===== config.mk =====
export PLATFORM = sky130hd
export DESIGN_NAME = seg7_scan_decoder
export DESIGN_NICKNAME = d
export VERILOG_FILES = /design/src/rtl/seg7_scan_decoder.sv
export SDC_FILE = /design/constraint.sdc
export NUM_CORES = 1
export LEC_CHECK = 0
export CAP_MARGIN = 40
export CORE_MARGIN = 4
export CORE_UTILIZATION = 58
export CTS_BUF_LIST = sky130_fd_sc_hd__clkbuf_4
export DETAILED_ROUTE_END_ITERATION = 10
export PLACE_DENSITY = 0.82
export SETUP_SLACK_MARGIN = 0.15
export SYNTH_ARGS = -nofsm -noshare
export SYNTH_HDL_FRONTEND = slang
export SYNTH_SLANG_ARGS = --single-unit

===== constraint.sdc =====
create_clock -name CLK -period 2.3 [get_ports CLK]
set_clock_uncertainty 0.1 [all_clocks]
set_input_delay 0.575 -clock CLK [delete_from_list [all_inputs] [get_ports CLK]]
set_output_delay 0.575 -clock CLK [all_outputs]
set_load 0.01 [all_outputs]

===== src/rtl/seg7_scan_decoder.sv =====
// Recovers BCD digits from a multiplexed 7-segment bus. Each digit pattern must
// dwell stably before it is accepted; complete frames are offered on valid/ready.
module seg7_scan_decoder #(
  parameter int DIGITS     = 4,
  parameter int STABLE_CYC = 4
) (
  input  logic                  CLK,
  input  logic                  RST,
  input  logic [6:0]            SEG,
  input  logic [DIGITS-1:0]     DIG_SEL,
  output logic [4*DIGITS-1:0]   OUT_BCD,
  output logic                  OUT_ERR,
  output logic                  OUT_VALID,
  input  logic                  OUT_READY,
  output logic                  OVERRUN
);

  typedef enum logic [1:0] {ST_IDLE, ST_SETTLE, ST_HELD} state_e;

  state_e                state_q, state_d;
  logic [7:0]            cnt_q, cnt_d;
  logic [6:0]            s_seg_q;
  logic [DIGITS-1:0]     s_sel_q;
  logic [4*DIGITS-1:0]   w_q, w_d;
  logic [DIGITS-1:0]     seen_q, seen_d;
  logic                  err_acc_q, err_acc_d;
  logic [4*DIGITS-1:0]   out_bcd_q, out_bcd_d;
  logic                  out_err_q, out_err_d;
  logic                  out_valid_q, out_valid_d;
  logic                  overrun_q, overrun_d;

  logic                  in_diff;
  logic                  in_onehot;
  logic                  accept;
  logic                  cur_err;
  logic [3:0]            cur_nib;
  logic [4*DIGITS-1:0]   w_new;
  logic [DIGITS-1:0]     seen_new;

  // Returns {error, nibble}; blank decodes to F, anything non-canonical to E.
  function automatic logic [4:0] decode(input logic [6:0] seg);
    case (seg)
      7'h7E:   decode = 5'h00;
      7'h30:   decode = 5'h01;
      7'h6D:   decode = 5'h02;
      7'h79:   decode = 5'h03;
      7'h33:   decode = 5'h04;
      7'h5B:   decode = 5'h05;
      7'h5F:   decode = 5'h06;
      7'h70:   decode = 5'h07;
      7'h7F:   decode = 5'h08;
      7'h7B:   decode = 5'h09;
      7'h00:   decode = 5'h0F;
      default: decode = 5'h1E;
    endcase
  endfunction

  assign in_diff   = (SEG != s_seg_q) || (DIG_SEL != s_sel_q);
  assign in_onehot = (DIG_SEL != '0) && ((DIG_SEL & (DIG_SEL - DIGITS'(1))) == '0);
  assign accept    = (state_q == ST_SETTLE) && (cnt_q == 8'(STABLE_CYC - 1));

  // NOTE: RST is sampled on the clock edge, so it sits inside the clocked branch;
  // W is reset too, since a partial frame must never leak into the next one.
  // NOTE: non-blocking assignments keep every flop sampling pre-edge values.
  always_ff @(posedge CLK) begin
    if (RST) begin
      state_q     <= ST_IDLE;
      cnt_q       <= '0;
      s_seg_q     <= '0;
      s_sel_q     <= '0;
      w_q         <= '0;
      seen_q      <= '0;
      err_acc_q   <= 1'b0;
      out_bcd_q   <= '0;
      out_err_q   <= 1'b0;
      out_valid_q <= 1'b0;
      overrun_q   <= 1'b0;
    end else begin
      state_q     <= state_d;
      cnt_q       <= cnt_d;
      s_seg_q     <= SEG;
      s_sel_q     <= DIG_SEL;
      w_q         <= w_d;
      seen_q      <= seen_d;
      err_acc_q   <= err_acc_d;
      out_bcd_q   <= out_bcd_d;
      out_err_q   <= out_err_d;
      out_valid_q <= out_valid_d;
      overrun_q   <= overrun_d;
    end
  end

  // Stability FSM: any change restarts the dwell; a full dwell is accepted once.
  // NOTE: each comb output gets a default first so no path infers a latch.
  always_comb begin
    state_d = state_q;
    cnt_d   = cnt_q;
    if (in_diff) begin
      cnt_d   = '0;
      state_d = in_onehot ? ST_SETTLE : ST_IDLE;
    end else if (state_q == ST_SETTLE) begin
      cnt_d   = cnt_q + 8'd1;
      state_d = accept ? ST_HELD : ST_SETTLE;
    end
  end

  always_comb begin
    {cur_err, cur_nib} = decode(s_seg_q);
    w_new    = w_q;
    for (int i = 0; i < DIGITS; i++) begin
      if (s_sel_q[i]) w_new[4*i +: 4] = cur_nib;
    end
    seen_new = seen_q | s_sel_q;

    w_d         = w_q;
    seen_d      = seen_q;
    err_acc_d   = err_acc_q;
    out_bcd_d   = out_bcd_q;
    out_err_d   = out_err_q;
    out_valid_d = out_valid_q && !OUT_READY;
    overrun_d   = 1'b0;

    if (accept) begin
      w_d = w_new;
      if (&seen_new) begin
        // A frame still waiting for a consumer is replaced, flagged as overrun.
        out_bcd_d   = w_new;
        out_err_d   = err_acc_q | cur_err;
        out_valid_d = 1'b1;
        overrun_d   = out_valid_q && !OUT_READY;
        seen_d      = '0;
        err_acc_d   = 1'b0;
      end else begin
        seen_d    = seen_new;
        err_acc_d = err_acc_q | cur_err;
      end
    end
  end

  assign OUT_BCD   = out_bcd_q;
  assign OUT_ERR   = out_err_q;
  assign OUT_VALID = out_valid_q;
  assign OVERRUN   = overrun_q;

endmodule


==> key figures <==
Status
  – Status: complete, no violations

Worst setup path
  – Critical path's most frequent cell: buf_4
  – Crit path DAT: 2380 ps
  – WS Path Type: flip-flop to flip-flop
  – Crit start category: flip-flop
  – Worst Path Required: 2470 ps
  – Crit path max fanout: 5
  – CP Cell Sequence: or4_4 -> nor4_4 -> buf_4 -> buf_4 -> buf_4 -> nand3_1 -> o21ai_1 -> a211oi_1
  – Crit. End Element: flip-flop
  – Worst path max stage delay: 540 ps
  – Slowest-stage cell, CP: or4_4

Flow run
  – Max-cap check violation count: 0

Yosys
  – Gate Count Post-Synth: 313
  – Post-synthesis compound-gate area fraction: 17.8%
  – Largest family of logic cells by synthesized area: simple AND/OR/NAND/NOR gates
  – Post-synthesis xor/xnor area fraction: 5.70%
  – Yosys top cell by area: dfxtp_1
  – Synth top cells by count: dfxtp_1, nor2_1, a211oi_1
  – Synth Register Bits: 61
  – Yosys cell types: 56
  – Post-Syn Area: 2920 um^2
  – Share of the synthesized area in the top cell type: 41.8%
  – Multiplexer area fraction after synthesis: 3.09%
  – Top-count cell post-synth: dfxtp_1
  – Syn. warnings: 0
  – Post-synthesis simple-gate area fraction: 24.6%
  – Post-Synth Adder-Cell Area: 0.429%
  – Register area share after synthesis: 41.8%
  – Post-synth EDFFs: 0
  – Asr flop ratio synth: 0%
  – Mean Syn Cell Area: 9.33 um^2
  – Top FF cell, synth: dfxtp_1
  – Ranking of synthesized cells by area: dfxtp_1, nor2_1, xnor2_1
  – Syn Nets: 328

Floorplanning
  – Die area: 6230 um^2
  – Initial core utilization: 61.0%
  – Chip height: 78.9 um
  – Top Ports: 33
  – Die width: 78.9 um
  – Number of core rows: 25
  – CORE AREA: 4790 um^2

Placed design
  – RePlAce Congestion: 0.808
  – DP Area: 3240 um^2
  – HPWL Detailed: 4.37 mm
  – Buffers on Ports: 32

Routing
  – Detail Route Antenna Nets: 0
  – First drt pass iteration count: 4
  – Residual DRC: 0
  – Via Count: 2406
  – Vias per cell: 5.58
  – 1st-iter DRT viols: 135
  – Wirelength per Cell: 15.5 um
  – Drt total wl: 6.67 mm

Clock tree
  – CTS tree: done
  – Clock Path Buffers: 2
  – CTS buffer count: 9
  – Clk slew on worst S/H paths: 100 ps
  – Hold Buf Count CTS: 0
  – Htree depth: 3
  – Clock Root Buffer: clkbuf_4
  – Worst-Skew Late Latency: 420 ps
  – Clock sink count: 61

Final layout
  – Nets: 374
  – FF+latch area: 1230 um^2
  – Synth-to-layout area growth: 21.0%
  – Share of layout cells above drive strength 1: 23.4%
  – Antenna Cells: 0
  – Multi-input gate area: 1540 um^2
  – Filler cells: 347
  – Final instance area: 3530 um^2

STA
  – Slew @ Worst Pin: 583 ps
  – Max_slew headroom: 60.6%
  – Max Slew Vio Count: 0
  – Tcrit/Tclk final: 96.2%
  – Tmin final: 2210 ps
  – Final TNS setup: 0 ps
  – Final setup vio count: 0
  – Final Hold Fails: 0
  – RSZ-0062 raised after global routing: true
  – Fmax: 452 MHz

Global routing
  – Vias in the first global route: 2221
  – Gr ovfl total: 0
  – Initial antenna violation count: 0
  – GRT Total Usage: 22.0%
  – Pin count of the biggest net entering global routing: 36
  – Global-route wire length before repair: 10.7 mm

Pwr
  – Peak VDD IR: 0.445 mV
  – Power Dens Cells: 565 nW/um^2
  – P_leak: 1.18 nW

Hold path
  – Min-delay worst type: flip-flop to flip-flop
per-layer routing:
metal	share of wire, %	vias to the layer above	global-route usage, %
li1	-	1193	-
met1	46	1118	28.2
met2	46	83	34.1
met3	5.8	12	7.60
met4	2.1	0	8.59
met5	0	-	0
worst paths after layout:
path,to,slack [ps],start,depth (start not counted)
worst max-delay path,OUT_BCD[1],90,cnt_q[2],8
worst min-delay path,OUT_BCD[0],370,OUT_BCD[0],2
worst max register to register,OUT_BCD[1],90,cnt_q[2],8
worst min register to register,OUT_BCD[0],370,OUT_BCD[0],2
logic make-up after synthesis:
group / after synthesis
adder cells (fa/ha/maj): 1
AND/OR/NAND/NOR: 130
buffers and inverters: 26
XOR/XNOR: 19
flip-flops: 61
multiplexers: 9
AO/OA/AOI/OAI: 67
sequential cells by signal (all words and copies together), names as in the netlist:
signal     count
s_sel_q        4
err_acc_q      1
w_q           16
state_q        2
seen_q         4
OUT_VALID      1
OVERRUN        1
s_seg_q        7
OUT_ERR        1
cnt_q          8
OUT_BCD       16
where the power goes:
part	total, mW	internal (mW)	switching [mW]	leakage, nW
combinational	0.159	0.0757	0.0835	0.612
sequential	1.09	1.07	0.0204	0.497
clock	0.747	0.341	0.406	0.0724
total	1.99	1.48	0.510	1.18
placed cells by master, fill, tap and decap left out, drive strengths merged, types with 7 or more instances in the layout:
master / instances
a21oi: 15
nand2: 16
nand3: 9
mux2i: 9
nor2b: 12
xnor2: 15
dfxtp: 61
buf: 29
clkdlybuf4s50: 31
nor2: 48
nor3: 7
a211oi: 22
o21ai: 9
clkbuf: 10
timing repair:
item | CTS | global route
buffers inserted | 0 | 13
endpoints found under the setup margin | 14 | 23
resized for setup | 4 | 16
pin swaps | 1 | 7
per-stage QoR:
step / power, mW / setup slack (ps) / hold slack [ps] / utilization (%) / std cells
floorplan: 1.21 / 320 / 326 / - / 313
detailed placement: 1.27 / 28.7 / 350 / 67.8 / 402
global placement: 1.26 / 127 / 336 / 67.8 / 402
global route: 2.07 / -39.0 / 387 / 73.8 / 431
finish: 1.99 / 88.5 / 369 / 73.8 / 431
CTS: 2.00 / 141 / 368 / 70.9 / 418
worst max-delay path, delay by kind of cell (launching register included):
| family | cells | cell delay, ps |
|---|---|---|
| buf+inv | 3 | 420 |
| flops | 1 | 340 |
| simple gates | 3 | 1000 |
| compound gates | 2 | 200 |
area by class of cell:
cell class | count | area share [%]
well taps | 67 | 2.37
clock buffers | 10 | 2.13
flip-flops and latches | 61 | 34.9
clock inverters | 6 | 1.81
inverters | 1 | 0.106
multi-input cells | 226 | 43.5
repair buffers | 60 | 15.2
(Power assumes the default switching activity.)
